[src/rtl/nios2_oci_dct_capture.sv]
// Trace-capture ring buffer for the Nios II OCI debug path.
// Captures {dct_count, dct_buffer} beats while in CAPTURE, presents the oldest
// entry on a valid/ready read port, counts lost beats and sequences the
// end-of-test handshake (test_ending drains, test_has_ended aborts).
module nios2_oci_dct_capture #(
  parameter int DATA_W       = 30,
  parameter int COUNT_W      = 4,
  parameter int DEPTH        = 16,
  parameter int ADDR_W       = 4,
  parameter int STOP_ON_FULL = 0,
  parameter int OVF_W        = 16
) (
  input  logic               clk,
  input  logic               reset_n,
  input  logic               arm,
  input  logic [DATA_W-1:0]  dct_buffer,
  input  logic [COUNT_W-1:0] dct_count,
  input  logic               test_ending,
  input  logic               test_has_ended,
  input  logic               rd_ready,
  output logic               rd_valid,
  output logic [DATA_W-1:0]  rd_data,
  output logic [COUNT_W-1:0] rd_count,
  output logic [ADDR_W:0]    level,
  output logic [OVF_W-1:0]   overflow_cnt,
  output logic [1:0]         state,
  output logic               done
);

  localparam int ENT_W = COUNT_W + DATA_W;

  typedef enum logic [1:0] {
    S_IDLE    = 2'd0,
    S_CAPTURE = 2'd1,
    S_DRAIN   = 2'd2,
    S_DONE    = 2'd3
  } state_t;

  state_t              state_q, state_d;
  logic [ADDR_W-1:0]   wr_ptr_q, wr_ptr_d;
  logic [ADDR_W-1:0]   rd_ptr_q, rd_ptr_d;
  logic [ADDR_W:0]     level_q, level_d;
  logic [OVF_W-1:0]    ovf_q, ovf_d;
  logic [ENT_W-1:0]    mem [DEPTH];
  logic                push_req, pop, full, mem_we;

  // Overflow count sticks at all-ones instead of wrapping.
  function automatic logic [OVF_W-1:0] sat_inc(input logic [OVF_W-1:0] v);
    return (&v) ? v : v + 1'b1;
  endfunction

  assign full      = (level_q == (ADDR_W+1)'(DEPTH));
  assign rd_valid  = (level_q != '0) && ((state_q == S_CAPTURE) || (state_q == S_DRAIN));
  assign {rd_count, rd_data} = mem[rd_ptr_q];
  assign pop       = rd_valid && rd_ready;
  assign push_req  = (state_q == S_CAPTURE) && (dct_count != '0);
  assign level        = level_q;
  assign overflow_cnt = ovf_q;
  assign state        = state_q;
  assign done         = (state_q == S_DONE);

  // Next-state: pointer/level bookkeeping, overflow policy and handshake FSM.
  always_comb begin
    state_d  = state_q;
    wr_ptr_d = wr_ptr_q;
    rd_ptr_d = rd_ptr_q;
    level_d  = level_q;
    ovf_d    = ovf_q;
    mem_we   = 1'b0;

    if (test_has_ended) begin
      // Abort wins over everything; any beat or pop this cycle is discarded.
      state_d  = S_DONE;
      wr_ptr_d = '0;
      rd_ptr_d = '0;
      level_d  = '0;
    end else begin
      if (push_req && (pop || !full)) begin
        // A pop in the same cycle frees a slot, so a full buffer still accepts.
        mem_we   = 1'b1;
        wr_ptr_d = wr_ptr_q + 1'b1;
        if (!pop) level_d = level_q + 1'b1;
      end else if (push_req) begin
        ovf_d = sat_inc(ovf_q);
        if (STOP_ON_FULL == 0) begin
          // Overwrite the oldest entry: head moves past it, level stays full.
          mem_we   = 1'b1;
          wr_ptr_d = wr_ptr_q + 1'b1;
          rd_ptr_d = rd_ptr_q + 1'b1;
        end
      end

      if (pop) begin
        rd_ptr_d = rd_ptr_q + 1'b1;
        if (!push_req) level_d = level_q - 1'b1;
      end

      unique case (state_q)
        S_IDLE: begin
          if (arm) begin
            state_d  = S_CAPTURE;
            wr_ptr_d = '0;
            rd_ptr_d = '0;
            level_d  = '0;
            ovf_d    = '0;
          end
        end
        S_CAPTURE: begin
          if (test_ending) state_d = S_DRAIN;
        end
        S_DRAIN: begin
          if (level_d == '0) state_d = S_DONE;
        end
        S_DONE: begin
          if (arm) begin
            state_d  = S_CAPTURE;
            wr_ptr_d = '0;
            rd_ptr_d = '0;
            level_d  = '0;
            ovf_d    = '0;
          end
        end
        default: state_d = S_IDLE;
      endcase
    end
  end

  // Control state with asynchronous active-low reset.
  always_ff @(posedge clk or negedge reset_n) begin
    if (!reset_n) begin
      state_q  <= S_IDLE;
      wr_ptr_q <= '0;
      rd_ptr_q <= '0;
      level_q  <= '0;
      ovf_q    <= '0;
    end else begin
      state_q  <= state_d;
      wr_ptr_q <= wr_ptr_d;
      rd_ptr_q <= rd_ptr_d;
      level_q  <= level_d;
      ovf_q    <= ovf_d;
    end
  end

  // Beat storage; contents are not reset and only meaningful under rd_valid.
  always_ff @(posedge clk) begin
    if (mem_we) mem[wr_ptr_q] <= {dct_count, dct_buffer};
  end

endmodule

[config.mk]
export PLATFORM = sky130hd
export DESIGN_NAME = nios2_oci_dct_capture
export DESIGN_NICKNAME = d
export VERILOG_FILES = /design/src/rtl/nios2_oci_dct_capture.sv
export SDC_FILE = /design/constraint.sdc
export NUM_CORES = 1
export LEC_CHECK = 0
export CAP_MARGIN = 20
export CORE_MARGIN = 10
export CORE_UTILIZATION = 40
export CTS_BUF_LIST = sky130_fd_sc_hd__clkbuf_16
export DETAILED_ROUTE_END_ITERATION = 8
export PLACE_DENSITY = 0.68
export SYNTH_ARGS = -nofsm -noshare
export SYNTH_HDL_FRONTEND = slang
export SYNTH_SLANG_ARGS = --single-unit
export TNS_END_PERCENT = 100
[constraint.sdc]
create_clock -name clk -period 4.1 [get_ports clk]
set_input_delay 0.82 -clock clk [delete_from_list [all_inputs] [get_ports clk]]
set_output_delay 0.82 -clock clk [all_outputs]
set_load 0.005 [all_outputs]
-- After elaboration in Yosys (flattened, before gate mapping)
Memory sizes are Yosys's and may differ from the RTL's.
Cells that the tools add are included.
- bits in registers: 31
- latch bits: 0
- bits in writable memories: 544
- memory bits (read-only): 0
- input bits: 40
- output and inout bits: 59
- logic and storage cells: 66
- memories: 1
- $add $sub $neg: 5
- multipliers: 0
- divide/modulo/power cells: 0
- order comparisons: 0
- eq/ne operators: 7
- shift operators: 0
- mux-type cells: 34
- bitwise gates (word level): 0
- reductions and logical operators: 14
- memories (memory ; words ; width ; read ports ; clocked after memory_dff ; write ports ; RTL line ; source):
    mem ; 16 ; 34 ; 1 ; 0 ; 1 ; 44 ; logic [ENT_W-1:0] mem [DEPTH];
- operators with widths (kind ; number):
    two-way mux 16 bit ; 5
    two-way mux 4 bit ; 11
    two-way mux 5 bit ; 8
    adder 16 x 1 -> 16 bit (second input constant) ; 1
    AND reduction 16 bit ; 1
    adder 4 x 1 -> 4 bit (second input constant) ; 2
    two-way mux 2 bit ; 4
    one-hot mux 2 bit (3 select lines) ; 1
    adder 5 x 1 -> 5 bit (second input constant) ; 1
    == test 5 bit (second input constant) ; 1
    zero test 5 bit ; 1
    two-way mux 1 bit ; 5
    nonzero test 5 bit ; 1
    subtractor 5 x 1 -> 5 bit (second input constant) ; 1
    == test 2 bit (second input constant) ; 2
    logical AND 1 bit ; 4
    nonzero test 4 bit ; 1
    inequality test 3 x 1 -> 1 bit (second input constant) ; 1
    inequality test 3 x 2 -> 1 bit (second input constant) ; 1
    inequality test 3 bit (second input constant) ; 1
    AND reduction 3 bit ; 1
    == test 2 x 1 -> 1 bit (second input constant) ; 1
    zero test 2 bit ; 1
    logical OR 1 bit ; 2
    2 further kinds ; 2

-- Depth between registers and ports, before layout
Gate-level depths: netlist of the first run.
- word-level depth: 14
- gate-level depth with buffers: 10
- depth with buffers taken out: 8

-- Worst setup path after synthesis of the first run
Ideal clock, no wire load.
- kind: input port to flip-flop
- start point: input port dct_count[1]
- end point: memory mem[0][0] in the netlist's numbering (enable)
- library setup time: 0.468 ns
- arrival: 3.784 ns
- data required time: 3.632 ns
- slack: -0.151 ns
- cell stages on the path: 5
- buffers on the path: 1
- cells stage by stage: o41ai_2 > clkbuf_1 > nor2_1 > nand2_1 > nor3_1
- longest elaborated chain between the ends: 7
- elaborated cells on any way between the ends: 8
- classes of those cells: 5 x mux; 3 x reduce/logical
- RTL lines (what ; RTL line ; source):
    start, declared ; 17 ; input logic [COUNT_W-1:0] dct_count,
    nonzero test 4 bit * ; 56 ; assign push_req = (state_q == S_CAPTURE) && (dct_count != '0);
    logical AND 1 bit * ; 56 ;
    two-way mux 1 bit / logical AND 1 bit (equally long branches) ; 83, 78 ;
    two-way mux 1 bit * ; 78 ; if (push_req && (pop || !full)) begin
    two-way mux 1 bit * ; 71 ; if (test_has_ended) begin
    two-way mux 1 bit * ; 147 ; if (mem_we) mem[wr_ptr_q] <= {dct_count, dct_buffer};
    two-way mux 1 bit (implied by the code) * ; 147 ;
    end, declared ; 44 ;
Every way passes the cells marked *; elsewhere a longest branch is shown, timed or not.

-- Worst setup path after layout of the first run
- start point: register rd_ptr_q[0]
- end point: output port rd_count[2]
- longest elaborated chain between the ends: 1
- RTL lines (what ; RTL line ; source):
    start, declared ; 41 ; logic [ADDR_W-1:0] rd_ptr_q, rd_ptr_d;
    start signal, assigned ; 139 ; rd_ptr_q <= rd_ptr_d;
    memory (16 x 34 bit) ; - ;
    end, declared ; 23 ; output logic [COUNT_W-1:0] rd_count,
No other way between the ends.

==> parameters.txt, run 1 <==
Parameter                              Value

Placement
  HPWL after DPL    26060 µm
  Post-placement cell count    1823
  Placer congestion estimate    roughly 0.78
  Number of input and output port buffers inserted    98
  Instance area after placement    about 25000 µm²

Power and ir drop
  Clock power share    37.0%
  Cell Int Power    roughly 9900 µW
  Part of the power in combinational logic    around 11%
  Portion of total power attributed to sequential cells    51.7%
  Worst supply voltage drop on vdd    between 0.3 and 0.4 mV
  Power Dens Cells    approximately 480 nW/µm²
  Pwr Total    approximately 13000 µW
  Switching Fraction    22.40%
  Leak pwr    0.008188 µW
  Net Switching    2865 µW

Drt
  Number of detailed-routing iterations run before antenna repair    5
  1st-iter DRT viols    1028
  Wire length after detailed routing    roughly 48000 µm
  Number of design rule violations left after detail routing    0
  Via count    approximately 10000
  Routed vias/inst    around 5.4
  Number of routed nets with antenna violations    0
  Wire per inst    25.06 µm

Final layout
  Share of cells above drive strength 1    a little over a quarter
  Filler instances    ~4400
  Number of nets in the layout    between 1000 and 1500
  Area used by sequential logic in the layout    roughly 17000 µm²
  Multi-input combinational cell area    between 5000 and 6000 µm²
  Fin cells    around 1900
  Layout overhead on the synthesized area    18.53%
  Number of antenna diodes    0
  Post-route standard cell area excluding fillers    around 27000 µm²

Die
  Width of the die    between 200 and 300 µm
  Die height    roughly 260 µm
  Die Outline Area    between 60000 and 70000 µm²
  Std-Cell Core Area    55200 µm²
  I/O pin count    between 90 and 100
  Row Count    86
  Initial core utilization    between 40% and 50%

Min path
  Type of the most critical hold path    in -> async

Setup path
  Worst setup SP type    flip-flop
  Largest fanout on the critical path    37
  Most common cell type on the critical path    sky130_fd_sc_hd__mux4_2
  Crit-path max cell delay    620 ps
  Cell family with the largest share of critical-path delay    multiplexers
  Cell with the largest stage delay on the worst path    sky130_fd_sc_hd__dfrtp_4
  Required time of the worst setup path    3280 ps
  Critical path buffer and inverter count    2
  Nature of the critical path endpoint    primary output
  Worst-path cell chain    buf_16 > mux4_2 > mux4_2 > clkdlybuf4s50_1
  Critical path class    reg -> out
  WP data arrival    approximately 3100 ps

CTS
  Clock tree from TritonCTS    done
  Clock transition time at the flip-flop clock pins of the worst setup and hold paths    60 ps
  Insertion delay of the later-clocked pin in the worst-skew pair    between 600 and 700 ps
  Longest Clk Path Bufs    3
  Clock tree root buffer cell    sky130_fd_sc_hd__clkbuf_16
  Total CTS buffers    58
  Sinks on the clock net    between 500 and 600
  Maximum level of the CTS H-tree    2

Global routing
  Maximum number of pins on one net before global-route repair    50
  Number of antenna violations at the first check in global routing    4
  Total GRT Usage    14.63%
  Number of global-route vias before repair    approximately 11000
  Wire length of the first global-routing pass    between 70000 and 80000 µm
  Global route total overflow    0

Synth
  Most instantiated flip-flop cell in the synthesis netlist    sky130_fd_sc_hd__edfxtp_1
  Cells after Synth    989
  Share of the yosys chip area belonging to registers    between 70% and 80%
  Synthesized area    ~22000 µm²
  Number of distinct library cells after synthesis    48
  Mapped Nets    1042
  Async set-or-reset flop fraction in the synthesized netlist    5.391%
  Number of synthesized flops with an enable pin    roughly 540
  Post-synthesis average cell area    between 20 and 25 µm²
  Flop and latch count out of synthesis    575
  Warning count from the yosys run    0

Run
  Number of maximum-capacitance constraint violations    0

Status
  Status    completed

Timing
  Final sum of negative setup slack    0 ps
  Peak clock frequency supported by timing    between 200 and 300 MHz
  Worst slew margin relative to its limit    a little under half
  Ratio of final minimum period to clock period    between 90% and 100%
  Clock period minus final worst setup slack    3963 ps
  Max Clock Skew    35.64 ps
  Pins Over Slew Limit    0
  Setup repair after global routing missed its margin    no
  Number of setup violations in the final report    0
  Final number of hold-violating endpoints    0
  Actual slew at the worst max-slew pin    between 800 and 900 ps
==> power by group through the flow <==
stage	Sequential (µW)	Combinational, µW	Clock (µW)
3_3_place_gp	6730	1430	0
2_1_floorplan	6700	898	0
4_1_cts	6610	1470	4850
6_report	6610	1440	4740
5_1_grt	6620	1570	5100
3_5_place_dp	6740	1450	0
==> cells in the mapped netlist (2+ instances only) <==
cell / n / area share (%)
sky130_fd_sc_hd__buf_2: 2 / 0.045
sky130_fd_sc_hd__a21oi_1: 10 / 0.22
sky130_fd_sc_hd__a41oi_1: 2 / 0.078
sky130_fd_sc_hd__mux2i_1: 3 / 0.13
sky130_fd_sc_hd__nor2b_1: 2 / 0.056
sky130_fd_sc_hd__nor2_1: 49 / 0.82
sky130_fd_sc_hd__dfrtp_1: 31 / 3.5
sky130_fd_sc_hd__ha_1: 13 / 0.73
sky130_fd_sc_hd__and3_1: 3 / 0.084
sky130_fd_sc_hd__nand4_1: 4 / 0.11
sky130_fd_sc_hd__and3_2: 2 / 0.067
sky130_fd_sc_hd__nand3_1: 6 / 0.13
sky130_fd_sc_hd__or4_1: 2 / 0.067
sky130_fd_sc_hd__buf_1: 15 / 0.25
sky130_fd_sc_hd__o21ai_0: 5 / 0.11
sky130_fd_sc_hd__buf_6: 3 / 0.15
sky130_fd_sc_hd__a31oi_1: 4 / 0.11
sky130_fd_sc_hd__edfxtp_1: 544 / 73
sky130_fd_sc_hd__xnor2_1: 4 / 0.16
sky130_fd_sc_hd__nand2b_1: 3 / 0.084
sky130_fd_sc_hd__or3_1: 2 / 0.056
sky130_fd_sc_hd__xor2_1: 15 / 0.59
sky130_fd_sc_hd__nor3_1: 6 / 0.13
sky130_fd_sc_hd__a211oi_1: 5 / 0.17
sky130_fd_sc_hd__nand2_1: 24 / 0.40
sky130_fd_sc_hd__clkbuf_1: 30 / 0.50
sky130_fd_sc_hd__mux4_2: 170 / 17
sky130_fd_sc_hd__and4_1: 3 / 0.12
sky130_fd_sc_hd__inv_1: 8 / 0.13
==> area by class of cell <==
cell class	count	share of cell area, %
clock buffer	59	5.570
clock inverter	41	0.8355
sequential	575	64.59
timing repair buffer	140	6.028
tap	748	3.531
multi-input combinational	355	19.33
inverter	8	0.1133
==> per-layer routing <==
metal | up-vias | global-route usage, % | wire length (µm)
met5 | - | 0 | 48
li1 | 4469 | - | -
met3 | 61 | 3.781 | 3275
met1 | 5590 | 20.24 | 21070
met2 | 341 | 22.97 | 23140
met4 | 8 | 3.369 | 724
==> sequential cells by signal, summed over array words and instances, names as in the netlist <==
name          flops
mem             544
overflow_cnt     16
level             5
rd_ptr_q          4
wr_ptr_q          4
state             2
==> final timing paths <==
kind / start / endpoint / slack [ps] / depth (start not counted)
worst min-delay path: reset_n / level[3] / 570 / 1
worst max register to register: state[0] / state[1] / 1230 / 8
max in group asynchronous: reset_n / overflow_cnt[3] / 3000 / 2
worst min register to register: overflow_cnt[12] / overflow_cnt[12] / 570 / 2
min in group clk: overflow_cnt[12] / overflow_cnt[12] / 570 / 2
worst max-delay path: rd_ptr_q[0] / rd_count[2] / 140 / 4
==> placed cells by master (no fill, tap or decap), types with 3 or more instances in the layout <==
master                            Yosys  routed
sky130_fd_sc_hd__xnor2_1              4       4
sky130_fd_sc_hd__and3_1               3       3
sky130_fd_sc_hd__dfrtp_1             31      27
sky130_fd_sc_hd__ha_1                13      13
sky130_fd_sc_hd__clkdlybuf4s50_1      0      98
sky130_fd_sc_hd__a31oi_1              4       4
sky130_fd_sc_hd__nand4_1              4       4
sky130_fd_sc_hd__nand2b_1             3       3
sky130_fd_sc_hd__buf_4                1      18
sky130_fd_sc_hd__buf_12               0      20
sky130_fd_sc_hd__nand3_1              6       6
sky130_fd_sc_hd__xor2_1              15      15
sky130_fd_sc_hd__a21oi_1             10      10
sky130_fd_sc_hd__nand2_1             24      24
sky130_fd_sc_hd__mux2i_1              3       3
sky130_fd_sc_hd__mux4_2             170     170
sky130_fd_sc_hd__o21ai_0              5       5
sky130_fd_sc_hd__and4_1               3       3
sky130_fd_sc_hd__a211oi_1             5       5
sky130_fd_sc_hd__edfxtp_1           544     544
sky130_fd_sc_hd__nor2_4               0      12
sky130_fd_sc_hd__clkinv_2             0       6
sky130_fd_sc_hd__inv_1                8      26
sky130_fd_sc_hd__nor2_1              49      37
sky130_fd_sc_hd__clkinv_1             0      12
sky130_fd_sc_hd__clkbuf_16            0      59
==> cell families after synthesis <==
family / count (synthesis) / synth area share [%]
mux: 173 / 17.25
flops: 575 / 76.51
buf+inv: 59 / 1.119
compound gates: 36 / 1.158
fa+ha+maj: 13 / 0.7273
simple gates: 114 / 2.484
xor+xnor: 19 / 0.7441
==> metrics by stage <==
stage          hold WS (ps)  worst slack, ps  util, %
6_report              566.5            137.4    48.02
5_1_grt               574.4            12.86    48.02
4_1_cts               571.6            61.06    47.93
3_5_place_dp          549.9            609.2    44.83
3_3_place_gp          547.5            609.3    44.83
2_1_floorplan         519.9           -149.4        -
==> what timing repair did <==
action | 4_1_cts | 5_1_grt
hold buffers | 0 | 0
setup endpoints to repair | 14 | 2
resized for setup | 0 | 1
setup buffers | 1 | 0
cloned | 0 | 0
No activity file was read; power rests on OpenSTA's default activity.
==> run 2: changes to the inputs <==
--- a/config.mk
+++ b/config.mk
@@ -7,10 +7,10 @@
 export LEC_CHECK = 0
 export CAP_MARGIN = 20
 export CORE_MARGIN = 10
-export CORE_UTILIZATION = 40
+export CORE_UTILIZATION = 54
 export CTS_BUF_LIST = sky130_fd_sc_hd__clkbuf_16
 export DETAILED_ROUTE_END_ITERATION = 8
-export PLACE_DENSITY = 0.68
+export PLACE_DENSITY = 0.84
 export SYNTH_ARGS = -nofsm -noshare
 export SYNTH_HDL_FRONTEND = slang
 export SYNTH_SLANG_ARGS = --single-unit
==> parameters.txt, run 2 (synthesized netlist as in run 1, its figures left out) <==
Parameter                              Value

Final layout
  Share of cells above drive strength 1    ~27%
  Number of nets in the layout    about 1200
  Register with the most flip-flops    mem
  Fin cells    1709
  Leading cell type in the layout, fill and taps excluded    sky130_fd_sc_hd__edfxtp_1
  Post-route standard cell area excluding fillers    26260 µm²
  Area used by sequential logic in the layout    about 17000 µm²
  Filler instances    roughly 2600
  Number of flip-flops under the largest register name    approximately 540
  Multi-input combinational cell area    slightly above 5000 µm²
  Most frequent cells in the layout    sky130_fd_sc_hd__edfxtp_1, sky130_fd_sc_hd__mux4_2, sky130_fd_sc_hd__clkdlybuf4s50_1, sky130_fd_sc_hd__clkbuf_16, sky130_fd_sc_hd__nor2_1
  Layout overhead on the synthesized area    17.41%

Drt
  1st-iter DRT viols    around 1400
  Number of detailed-routing iterations run before antenna repair    8
  Routed vias/inst    approximately 6.5
  Number of design rule violations left after detail routing    0
  Via count    11041
  Wire per inst    roughly 31 µm
  Wire length after detailed routing    roughly 53000 µm
  Number of routed nets with antenna violations    0

CTS
  Longest Clk Path Bufs    3
  CTS-repair resized insts    0
  Clock tree root buffer cell    sky130_fd_sc_hd__clkbuf_16
  Clock transition time at the flip-flop clock pins of the worst setup and hold paths    70 ps
  Maximum level of the CTS H-tree    2
  CTS hold repair buffers    0
  Sinks on the clock net    575
  Total CTS buffers    53
  Clock tree from TritonCTS    done
  Insertion delay of the later-clocked pin in the worst-skew pair    about 630 ps
  Number of buffers added for setup after CTS    2

Timing
  Clock period minus final worst setup slack    between 3000 and 4000 ps
  Peak clock frequency supported by timing    251.4 MHz
  Pins Over Slew Limit    0
  Actual slew at the worst max-slew pin    around 800 ps
  Setup repair after global routing missed its margin    no
  Number of setup violations in the final report    0
  Final hold slack    roughly 590 ps
  Ratio of final minimum period to clock period    a little over nine tenths
  Worst slew margin relative to its limit    between 40% and 50%
  Max Clock Skew    25.48 ps
  Final number of hold-violating endpoints    0

Global routing
  Number of antenna violations at the first check in global routing    4
  Number of global-route vias before repair    between 10000 and 15000
  Global route total overflow    0
  Maximum number of pins on one net before global-route repair    45
  Wire length of the first global-routing pass    78270 µm
  Total GRT Usage    21.31%

Setup path
  Internal reg-to-reg setup slack    about 1200 ps
  Crit path to    rd_data[10]
  Nature of the critical path endpoint    primary output
  R2r endpoint    state[0]
  Critical path class    reg -> out
  Largest fanout on the critical path    12
  Crit path from    rd_ptr_q[0]
  Worst Reg2Reg Path Length in Cells    8
  Required time of the worst setup path    3280 ps
  Worst setup SP type    flip-flop
  WP data arrival    ~3200 ps
  Worst reg2reg path startpoint    level[0]

Run
  Number of maximum-capacitance constraint violations    0

Placement
  Number of input and output port buffers inserted    a little under 100
  HPWL after DPL    roughly 27000 µm
  Placer congestion estimate    roughly 0.82
  Post-placement cell count    approximately 1600
  Instance area after placement    24510 µm²

Die
  Initial core utilization    between 50% and 60%
  Width of the die    approximately 220 µm
  I/O pin count    99
  Die Outline Area    between 40000 and 50000 µm²
  Row Count    between 70 and 80
  Std-Cell Core Area    between 40000 and 50000 µm²
  Die height    223.5 µm

Power and ir drop
  Leak pwr    0.008164 µW
  Power Dens Cells    slightly below 500 nW/µm²
  Pwr Total    ~13000 µW
  Worst supply voltage drop on vdd    ~0.32 mV

Status
  Status    completed

Min path
  Type of the most critical hold path    reg -> reg
-- run 2: where the power goes --
group          internal, µW  switching (µW)  total, µW
Combinational           755             706       1460
Clock                  2690            2200       4890
Sequential             6530            83.7       6620
Total                  9970            2990      13000
-- run 2: area by class of cell --
cell class                 instances  area share, %
tap                              532          2.535
antenna                            1       0.009530
timing repair buffer             141          6.118
multi-input combinational        355          19.52
inverter                           8         0.1144
sequential                       575          65.21
clock inverter                    44          1.449
clock buffer                      53          5.051
-- run 2: critical path: stages (launching register included) --
cell and delay, ps:
sky130_fd_sc_hd__dfrtp_4 660, sky130_fd_sc_hd__buf_4 310, sky130_fd_sc_hd__mux4_2 580, sky130_fd_sc_hd__mux4_2 510
sky130_fd_sc_hd__clkdlybuf4s50_1 470
-- run 2: worst min-delay path by stage --
stage,from,to,slack (ps),cells past startpoint
after CTS,overflow_cnt[15],overflow_cnt[15],570,1
after floorplan,reset_n,level[0],520,0
final,overflow_cnt[15],overflow_cnt[15],590,1
after global routing,overflow_cnt[15],overflow_cnt[15],610,1
after global placement,overflow_cnt[6],overflow_cnt[6],540,2
after detailed placement,overflow_cnt[15],overflow_cnt[15],550,1
-- run 2: metal layers --
layer,global-route usage [%],vias to the layer above,share of wire (%)
met1,26.96,5845,37
met2,35.01,647,51
met3,5.988,90,9.7
met5,0,-,0.043
li1,-,4455,-
met4,7.258,4,2.6
-- run 2: per-stage QoR --
| stage | utilization (%) | setup WS (ps) | TNS (ps) |
|---|---|---|---|
| floorplan | - | -149.4 | -10160 |
| global placement | 59.88 | 712.2 | 0 |
| detailed placement | 59.88 | 671.0 | 0 |
| CTS | 64.16 | 90.47 | 0 |
| global route | 64.16 | 44.02 | 0 |
| finish | 64.16 | 122.3 | 0 |
==> run 3: changes to the inputs <==
--- a/config.mk
+++ b/config.mk
@@ -7,10 +7,10 @@
 export LEC_CHECK = 0
 export CAP_MARGIN = 20
 export CORE_MARGIN = 10
-export CORE_UTILIZATION = 54
+export CORE_UTILIZATION = 45
 export CTS_BUF_LIST = sky130_fd_sc_hd__clkbuf_16
 export DETAILED_ROUTE_END_ITERATION = 8
-export PLACE_DENSITY = 0.84
+export PLACE_DENSITY = 0.74
 export SYNTH_ARGS = -nofsm -noshare
 export SYNTH_HDL_FRONTEND = slang
 export SYNTH_SLANG_ARGS = --single-unit
==> parameters.txt, run 3 (synthesized netlist as in run 1, its figures left out) <==
Parameter                              Value

Global routing
  Peak-usage layer in the global routing report    met2
  Met3 layer usage reported by global route    under 10%
  Met2 Use GR    ~26%
  Wire length of the first global-routing pass    roughly 72000 µm
  Met1 usage in global routing    ~22%
  Number of global-route vias before repair    11133
  Maximum number of pins on one net before global-route repair    between 40 and 50
  Number of antenna violations at the first check in global routing    2
  Total GRT Usage    16.24%
  Global route total overflow    0

Timing
  Final sum of negative setup slack    0 ps
  Clock period minus final worst setup slack    slightly below 4000 ps
  Worst slew margin relative to its limit    30.61%
  Final hold slack    561.1 ps
  Actual slew at the worst max-slew pin    roughly 1000 ps
  Number of setup violations in the final report    0
  Ratio of final minimum period to clock period    around 96%
  Final critical-path setup slack    168.1 ps
  Final number of hold-violating endpoints    0
  Setup repair after global routing missed its margin    no
  Peak clock frequency supported by timing    approximately 250 MHz
  Max Clock Skew    ~23 ps
  Pins Over Slew Limit    0

Placement
  HPWL after DPL    24880 µm
  Placer congestion estimate    0.7767
  Post-Place Worst Slack    ~700 ps
  Number of input and output port buffers inserted    a little under 100

Setup path
  Crit-path max cell delay    about 700 ps
  Critical path buffer and inverter count    2
  Cell with the largest stage delay on the worst path    sky130_fd_sc_hd__dfrtp_4
  Most common cell type on the critical path    sky130_fd_sc_hd__mux4_2
  WP data arrival    between 3000 and 4000 ps
  Nature of the critical path endpoint    primary output
  Largest fanout on the critical path    27
  Critical path class    reg -> out
  Cell family with the largest share of critical-path delay    buffers and inverters
  Worst setup SP type    flip-flop
  Worst-path cell chain    buf_4 > mux4_2 > mux4_2 > clkdlybuf4s50_1
  Required time of the worst setup path    roughly 3300 ps

Die
  I/O pin count    between 90 and 100
  Initial core utilization    45.59%
  Std-Cell Core Area    a little under 50000 µm²
  Width of the die    about 240 µm
  Die Outline Area    about 59000 µm²
  Row Count    81
  Die height    between 200 and 250 µm

Final layout
  Number of nets in the layout    ~1200
  Layout overhead on the synthesized area    18.74%
  Number of antenna diodes    0
  Number of flip-flops under the largest register name    about 540
  Most frequent cells in the layout    sky130_fd_sc_hd__edfxtp_1, sky130_fd_sc_hd__mux4_2, sky130_fd_sc_hd__clkdlybuf4s50_1, sky130_fd_sc_hd__clkbuf_16, sky130_fd_sc_hd__nor2_1
  Leading cell type in the layout, fill and taps excluded    sky130_fd_sc_hd__edfxtp_1
  Share of cells above drive strength 1    27.52%
  Share of the core filled with cells in the final layout    a little over half
  Register with the most flip-flops    mem

Drt
  1st-iter DRT viols    between 1000 and 1500
  Wire per inst    roughly 26 µm
  Routed vias/inst    ~5.8
  Wire length after detailed routing    approximately 48000 µm
  Number of detailed-routing iterations run before antenna repair    5
  Via count    approximately 11000
  Number of design rule violations left after detail routing    0
  Number of routed nets with antenna violations    0

CTS
  Clock tree from TritonCTS    done
  Clock transition time at the flip-flop clock pins of the worst setup and hold paths    about 60 ps
  Sinks on the clock net    575
  CTS hold repair buffers    0
  Insertion delay of the later-clocked pin in the worst-skew pair    ~610 ps
  Maximum level of the CTS H-tree    2
  Longest Clk Path Bufs    3
  Clock tree root buffer cell    sky130_fd_sc_hd__clkbuf_16
  Total CTS buffers    56

Min path
  Type of the most critical hold path    in -> async

Power and ir drop
  Leak pwr    roughly 0.0082 µW
  Power Dens Cells    roughly 500 nW/µm²
  Worst supply voltage drop on vdd    around 0.34 mV

Run
  Number of maximum-capacitance constraint violations    0

Status
  Status    completed
## run 3: changes by cell type in the layout (fill, tap and decap cells not counted), sizes merged
cell / before / now
clkinv: 24 / 26
clkinvlp: 3 / 1
bufinv: 5 / 9
clkbuf: 53 / 57
buf: 43 / 40
diode: 1 / 0
## run 3: final cells by class
| type | instances | area, µm² |
|---|---|---|
| clock buffer | 57 | 1426 |
| tap | 664 | 830.8 |
| clock inverter | 48 | 491.7 |
| inverter | 8 | 30.03 |
| sequential | 575 | 17120 |
| timing repair buffer | 138 | 1530 |
| multi-input combinational | 355 | 5125 |
| fill | 3646 | 22500 |
## run 3: timing repair
action	4_1_cts	5_1_grt
gates resized for setup	0	1
endpoints found under the setup margin	0	1
buffers inserted	0	0
## run 3: worst paths after layout
check	start	to	slack, ps	depth (start not counted)
min reg2reg	overflow_cnt[12]	overflow_cnt[12]	560	2
max in group asynchronous	reset_n	wr_ptr_q[3]	2820	3
min	reset_n	overflow_cnt[10]	560	1
max	rd_ptr_q[1]	rd_data[28]	170	4
min in group clk	overflow_cnt[12]	overflow_cnt[12]	560	2
max reg2reg	state[0]	overflow_cnt[5]	1230	8
## run 3: layer usage
layer / vias to the layer above / wire, µm
li1: 4464 / -
met1: 5665 / 19770
met2: 419 / 23460
met3: 75 / 3602
met4: 4 / 969
met5: - / 23
## run 3: where the power goes
group	internal [µW]	leakage, µW	switching (µW)
clock	3110	0.000974	2180
combinational	746	0.00196	695
sequential	6530	0.00531	65.7
total	10400	0.00824	2940
## run 3: through the flow
step	cell area [µm²]	cells	power, µW
2_1_floorplan	22370	989	7601
3_5_place_dp	24620	1739	8177
5_1_grt	26560	1845	13800
3_3_place_gp	24620	1739	8149
4_1_cts	26540	1844	13450
6_report	26560	1845	13330
